$ cat src/rtl/booth_multiplier.sv
// Sequential radix-2 Booth multiplier: one recoding step per clock, full-width signed product.
// Optional busy output is enabled by defining BOOTH_BUSY_EN.
module booth_multiplier #(
    parameter int DATAWIDTH = 8
) (
    input  logic                          clk,
    input  logic                          rst_overall,
    input  logic                          rst_vals,
    input  logic                          start,
    input  logic signed [DATAWIDTH-1:0]   a,
    input  logic signed [DATAWIDTH-1:0]   b,
    output logic signed [2*DATAWIDTH-1:0] product,
    output logic                          done
`ifdef BOOTH_BUSY_EN
    ,
    output logic                          busy
`endif
);

    localparam int CNT_W = $clog2(DATAWIDTH + 1);

    typedef enum logic [1:0] {IDLE, RUN, DONE} state_t;

    state_t                          state_q, state_d;
    logic signed [DATAWIDTH:0]       acc_q, acc_d;
    logic signed [DATAWIDTH:0]       m_q, m_d;
    logic        [DATAWIDTH-1:0]     q_q, q_d;
    logic                            qm1_q, qm1_d;
    logic        [CNT_W-1:0]         cnt_q, cnt_d;
    logic signed [2*DATAWIDTH-1:0]   product_q, product_d;
    logic                            done_q, done_d;
`ifdef BOOTH_BUSY_EN
    logic                            busy_q, busy_d;
`endif

    // One Booth step: add/subtract M by {Q[0],Q_-1}, then arithmetic shift of {A,Q,Q_-1}.
    function automatic logic [2*DATAWIDTH+1:0] booth_step(
        input logic signed [DATAWIDTH:0]   acc,
        input logic signed [DATAWIDTH:0]   m,
        input logic        [DATAWIDTH-1:0] q,
        input logic                        qm1
    );
        logic signed [DATAWIDTH:0] sum;
        case ({q[0], qm1})
            2'b01:   sum = acc + m;
            2'b10:   sum = acc - m;
            default: sum = acc;
        endcase
        return {sum[DATAWIDTH], sum, q};
    endfunction

    always_comb begin
        state_d   = state_q;
        acc_d     = acc_q;
        m_d       = m_q;
        q_d       = q_q;
        qm1_d     = qm1_q;
        cnt_d     = cnt_q;
        product_d = product_q;
        done_d    = 1'b0;
        if (rst_vals) begin
            state_d   = IDLE;
            acc_d     = '0;
            m_d       = '0;
            q_d       = '0;
            qm1_d     = 1'b0;
            cnt_d     = '0;
            product_d = '0;
        end else begin
            case (state_q)
                IDLE: begin
                    if (start) begin
                        m_d     = {a[DATAWIDTH-1], a};
                        q_d     = b;
                        acc_d   = '0;
                        qm1_d   = 1'b0;
                        cnt_d   = CNT_W'(DATAWIDTH);
                        state_d = RUN;
                    end
                end
                RUN: begin
                    {acc_d, q_d, qm1_d} = booth_step(acc_q, m_q, q_q, qm1_q);
                    cnt_d = cnt_q - CNT_W'(1);
                    if (cnt_q == CNT_W'(1)) begin
                        state_d = DONE;
                    end
                end
                DONE: begin
                    product_d = {acc_q[DATAWIDTH-1:0], q_q};
                    done_d    = 1'b1;
                    state_d   = IDLE;
                end
                default: state_d = IDLE;
            endcase
        end
`ifdef BOOTH_BUSY_EN
        // Stays high through the cycle in which the done pulse is visible.
        busy_d = (state_d != IDLE) || done_d;
`endif
    end

    always_ff @(posedge clk or negedge rst_overall) begin
        if (!rst_overall) begin
            state_q   <= IDLE;
            acc_q     <= '0;
            m_q       <= '0;
            q_q       <= '0;
            qm1_q     <= 1'b0;
            cnt_q     <= '0;
            product_q <= '0;
            done_q    <= 1'b0;
`ifdef BOOTH_BUSY_EN
            busy_q    <= 1'b0;
`endif
        end else begin
            state_q   <= state_d;
            acc_q     <= acc_d;
            m_q       <= m_d;
            q_q       <= q_d;
            qm1_q     <= qm1_d;
            cnt_q     <= cnt_d;
            product_q <= product_d;
            done_q    <= done_d;
`ifdef BOOTH_BUSY_EN
            busy_q    <= busy_d;
`endif
        end
    end

    assign product = product_q;
    assign done    = done_q;
`ifdef BOOTH_BUSY_EN
    assign busy    = busy_q;
`endif

endmodule

$ cat config.mk
export PLATFORM = sky130hd
export DESIGN_NAME = booth_multiplier
export DESIGN_NICKNAME = d
export VERILOG_FILES = /design/src/rtl/booth_multiplier.sv
export SDC_FILE = /design/constraint.sdc
export NUM_CORES = 1
export LEC_CHECK = 0
export BUFFER_PORTS_ARGS = -buffer_cell sky130_fd_sc_hd__buf_2
export CORE_ASPECT_RATIO = 1.4
export CORE_MARGIN = 5
export CORE_UTILIZATION = 43
export CTS_BUF_LIST = sky130_fd_sc_hd__clkbuf_16
export DETAILED_ROUTE_END_ITERATION = 10
export GPL_ROUTABILITY_DRIVEN = 0
export MAX_ROUTING_LAYER = met4
export PLACE_DENSITY = 0.62
export SKIP_LAST_GASP = 1
export SYNTH_ARGS = -nofsm -noshare
export SYNTH_HDL_FRONTEND = slang
export SYNTH_SLANG_ARGS = --single-unit
$ cat constraint.sdc
create_clock -name clk -period 4.7 [get_ports clk]
set_input_delay 0.47 -clock clk [delete_from_list [all_inputs] [get_ports clk]]
set_output_delay 0.47 -clock clk [all_outputs]
set_load 0.005 [all_outputs]
Word-level counts from Yosys, hierarchy flattened --
Cells that the tools add are included.
Operators by class: muxes and demuxes 24, add/subtract/negate cells 3, eq/ne operators 7, reductions and logical operators 8
Operators with widths (count):
- two-way mux 9 bit | 5
- one-hot mux 9 bit (2 select lines) | 2
- two-way mux 16 bit | 2
- two-way mux 8 bit | 2
- one-hot mux 8 bit (2 select lines) | 1
- adder 9 bit | 1
- subtractor 9 bit | 1
- two-way mux 4 bit | 2
- one-hot mux 4 bit (2 select lines) | 1
- two-way mux 2 bit | 3
- != test 3 bit, second input constant | 2
- AND reduction 2 bit | 3
- nonzero test 2 bit | 3
- equality test 2 x 1 -> 1 bit, second input constant | 2
- equality test 2 bit, second input constant | 2
- equality test 4 x 1 -> 1 bit, second input constant | 1
- two-way mux 1 bit | 4
- one-hot mux 2 bit (2 select lines) | 1
- subtractor 4 x 1 -> 4 bit, second input constant | 1
- nonzero test 3 bit | 1
- zero test 2 bit | 1
- one-hot mux 1 bit (2 select lines) | 1
Word-level totals: output and inout port bits 17, bits in registers 50, bits of input ports 20

Longest topological paths before layout --
word-level depth 4, gate-level depth with buffers 12, depth with buffers taken out 11

Least setup slack after synthesis --
Ideal clock, no wire load.
path type register to register, start point register qm1_q, end point register acc_q[7], setup slack 2.038 ns, buffers on the path 1, library setup time 0.124 ns, data arrival time 2.538 ns, stages on the path, launching flop included 12, period minus slack after synthesis 2.662 ns, required time 4.576 ns, path through dfrtp_1 -> inv_1 -> ha_1 -> clkbuf_1 -> mux2_2 -> fa_1 -> nor2b_1 -> o31a_1 -> o21ai_1 -> xor2_1 -> nor4b_2 -> a211o_1
Between the ends: longest elaborated chain between the ends 4, elaborated cells between the ends (all ways) 5
Ends and longest elaborated chain:
- from (decl) | line 28 | logic qm1_q, qm1_d;
- from (signal assigned) | line 120 | qm1_q <= qm1_d;
- equality test 2 bit or equality test 2 x 1 -> 1 bit (tied branches) | line 44 | case ({q[0], qm1})
- one-hot mux 9 bit (2 select lines) * | line 44
- one-hot mux 9 bit (2 select lines) * | line 70 | case (state_q)
- two-way mux 9 bit * | line 61 | if (rst_vals) begin
- to (signal assigned) | line 105 | acc_q <= '0;
- to (signal assigned) | line 117 | acc_q <= acc_d;
- to (decl) | line 25 | logic signed [DATAWIDTH:0] acc_q, acc_d;
Every way passes the cells marked *; elsewhere a longest branch is shown, timed or not. A chain may end at the register's enable or synchronous reset.

Final worst setup path --
Same ends and word-level chain as after synthesis.

==> metrics.csv <==
metric,value,unit
status,"complete, no violations",
Initial DRT Pass Iterations,4,
WP data required,4870,ps
Rel. slew slack,0.263,
antenna cells,0,
net switching power,302,uW
LEAKAGE,0.00140,uW
CTS tree,done,
top post-synthesis cells by area,"dfrtp_1 47%, ha_1 5.9%, a22o_1 5.9%",
Crit Path Class,flop to flop,
TNS Setup,0,ps
die width,75.0,um
Mapped Avg Cell Area,10.1,um2
crit-path cells,inv_1 > ha_1 > mux2_2 > fa_1 > nor2b_1 > o31a_1 > o21ai_1 > xor2_1 > nor4b_2 > a211o_1,
"Setup violations, final",0,
fin crit share,0.595,
worst reg2reg setup slack,1900,ps
vias per cell,5.43,
YS warnings,0,
Hold WC Path Type,primary input to async pin,
Switching Fraction,0.278,
Clock Power Share,0.373,
Iter 0 DRT Violations,86,
fmax,358,MHz
vias,1926,
"Net Count, Synth",284,
worst-path maximum fanout,8,
Post-Syn Area,0.00254,mm2
Int Power,783,uW
Layout area overhead,15.9,%
Finished Cell Area,0.00294,mm2
CTS resizes,0,
fraction of layout cells with a size suffix above 1,0.189,
total track usage,0.165,
"Seq/Total Area, Yosys",0.473,
number of post-CTS setup repair buffers,0,
Worst-Skew Late Latency,290,ps
Critical Path AT,2970,ps
RSZ-0062 raised after global routing,no,
final WL,5340,um
Yosys top cell area share,0.473,
estimated wirelength of the detail-placed design,3840,um
first-pass GRT wire length,9420,um
worst ir drop on vdd,0.193,mV
Worst path max stage delay,410,ps
gr ovfl total,0,
power share of the combinational group,0.206,
Final Hold Vio Count,0,
Reg power frac,0.421,
Final nets,317,
# fillers,555,
Slew Limit Fails,0,
Synth area leader,dfrtp_1,
synth unique cells,43,
Async SR Flop Fraction,1.00,
Worst-path clk slew,70,ps
largest net degree at the start of global routing,49,
initial antenna violation count,0,
Starting Density,0.436,
top_reg_cell synth,dfrtp_1,
vias in the first global route,2009,
skew final,7.23,ps
CTS Hold Bufs,0,
DRC Markers,0,
Critical Path Sink Type,flop,
CP max stage cell,fa_1,
max-cap check violation count,0,
Setup crit start kind,flop,
Antenna Violating Nets Remaining,0,
clk buf depth,2,
placed inst area,0.00278,mm2
Post-synth EDFFs,0,
"flops & latches, synth",48,
clock root buffer,clkbuf_16,
core area,0.00582,mm2
minimum clock period,2800,ps
Num CTS Buffers,5,
Die H,101,um
port buffer count,36,
worst-margin pin slew,1100,ps
H-Tree Depth,2,
DIE AREA,0.00757,mm2
Post-Synthesis Cells,251,
routed len/inst,15.0,um
# clock sinks,48,
IO Count,37,
cell area power density,369,mW/mm2
Std-Cell Rows,33,
power by group through the flow:
stage | clock network [uW] | logic [uW] | registers, uW
final | 405 | 223 | 456
after global routing | 429 | 255 | 460
after CTS | 412 | 226 | 456
after detailed placement | 0 | 224 | 464
after global placement | 0 | 220 | 463
after floorplan | 0 | 173 | 458
worst max-delay path: cells and delay by family (launching register included):
kind	cells	cell delay [ps]
xor+xnor	1	170
fa+ha+maj	2	730
buf+inv	1	60
mux	1	400
simple gates	2	370
compound gates	3	560
flops	1	380
stage by stage:
stage               setup slack [ps]  hold WS (ps)  utilization  power [uW]  instances
finish                          1900           380        0.506        1090        355
global route                    1720           435        0.506        1140        355
CTS                             1900           413        0.506        1090        355
detailed placement              1920           483        0.477         688        347
global placement                1990           478        0.477         683        347
floorplan                       2040           174            -         631        251
area by class of cell:
class	count	area (um2)	share of cell area
multi-input cells	179	1240	0.422
flip-flops and latches	48	1200	0.408
repair buffers	39	203	0.0688
clock buffers	5	125	0.0425
well taps	70	87.6	0.0297
clock inverters	3	42.5	0.0144
inverters	11	41.3	0.0140
Yosys cell counts (2+ instances only):
master    number
nor2b_1        3
nand2_1       18
a31oi_1        2
a211oi_1       2
dfrtp_1       48
nor3_1         5
a32oi_1        2
a22o_1        17
o21a_1         3
o21ai_0       16
nor2_1        30
ha_1          12
xor2_1         4
xnor2_1        7
inv_1         10
a21oi_1       13
buf_2          4
mux2i_1       13
buf_1          2
a311oi_1       2
nor3b_1        2
clkbuf_1       7
o31a_1         2
o31ai_1        8
final timing paths:
kind / startpoint / end / cells after the start
min in group clk: a[0] / m_q[0] / 3
max: qm1_q / acc_q[7] / 10
max in group asynchronous: rst_overall / acc_q[7] / 1
max reg2reg: qm1_q / acc_q[7] / 10
min: rst_overall / product[2] / 1
min reg2reg: product[7] / product[7] / 1
layout by cell type, fill, tap and decap left out, types with 2 or more instances in the layout:
cell type / synthesis / routed
a21oi_1: 13 / 13
o31a_1: 2 / 2
dfrtp_1: 48 / 48
nor2b_1: 3 / 3
ha_1: 12 / 12
a31oi_1: 2 / 2
nor3_1: 5 / 5
a22o_1: 17 / 17
buf_4: 0 / 3
buf_2: 4 / 36
o21ai_0: 16 / 16
a32oi_1: 2 / 2
nand2_1: 18 / 18
nor3b_1: 2 / 2
nor2_1: 30 / 30
inv_1: 10 / 10
a311oi_1: 2 / 2
o31ai_1: 8 / 8
mux2i_1: 13 / 13
xnor2_1: 7 / 7
xor2_1: 4 / 4
a211oi_1: 2 / 2
clkbuf_16: 0 / 5
o21a_1: 3 / 3
registers in the layout (all words and copies together) (netlist names):
signal / cells
acc_q: 8
m_q: 8
q_q: 8
state_q: 2
qm1_q: 1
product: 16
cnt_q: 4
done: 1
metal layers:
metal | part of all wire | GRT usage | vias up
met5 | 0 | - | -
met4 | 0.021 | 0.0671 | 0
met3 | 0.037 | 0.0289 | 10
met2 | 0.49 | 0.260 | 35
met1 | 0.45 | 0.206 | 918
li1 | - | - | 963
logic make-up after synthesis:
kind of cell,share of synthesized area
AOI/OAI and AO/OA,0.196
xor gates and xnor gates,0.0379
adders and majority gates,0.0670
buffers and inverters,0.0374
DFF,0.473
muxes,0.0557
and+or+nand+nor,0.133
No activity file was read; power rests on OpenSTA's default activity.
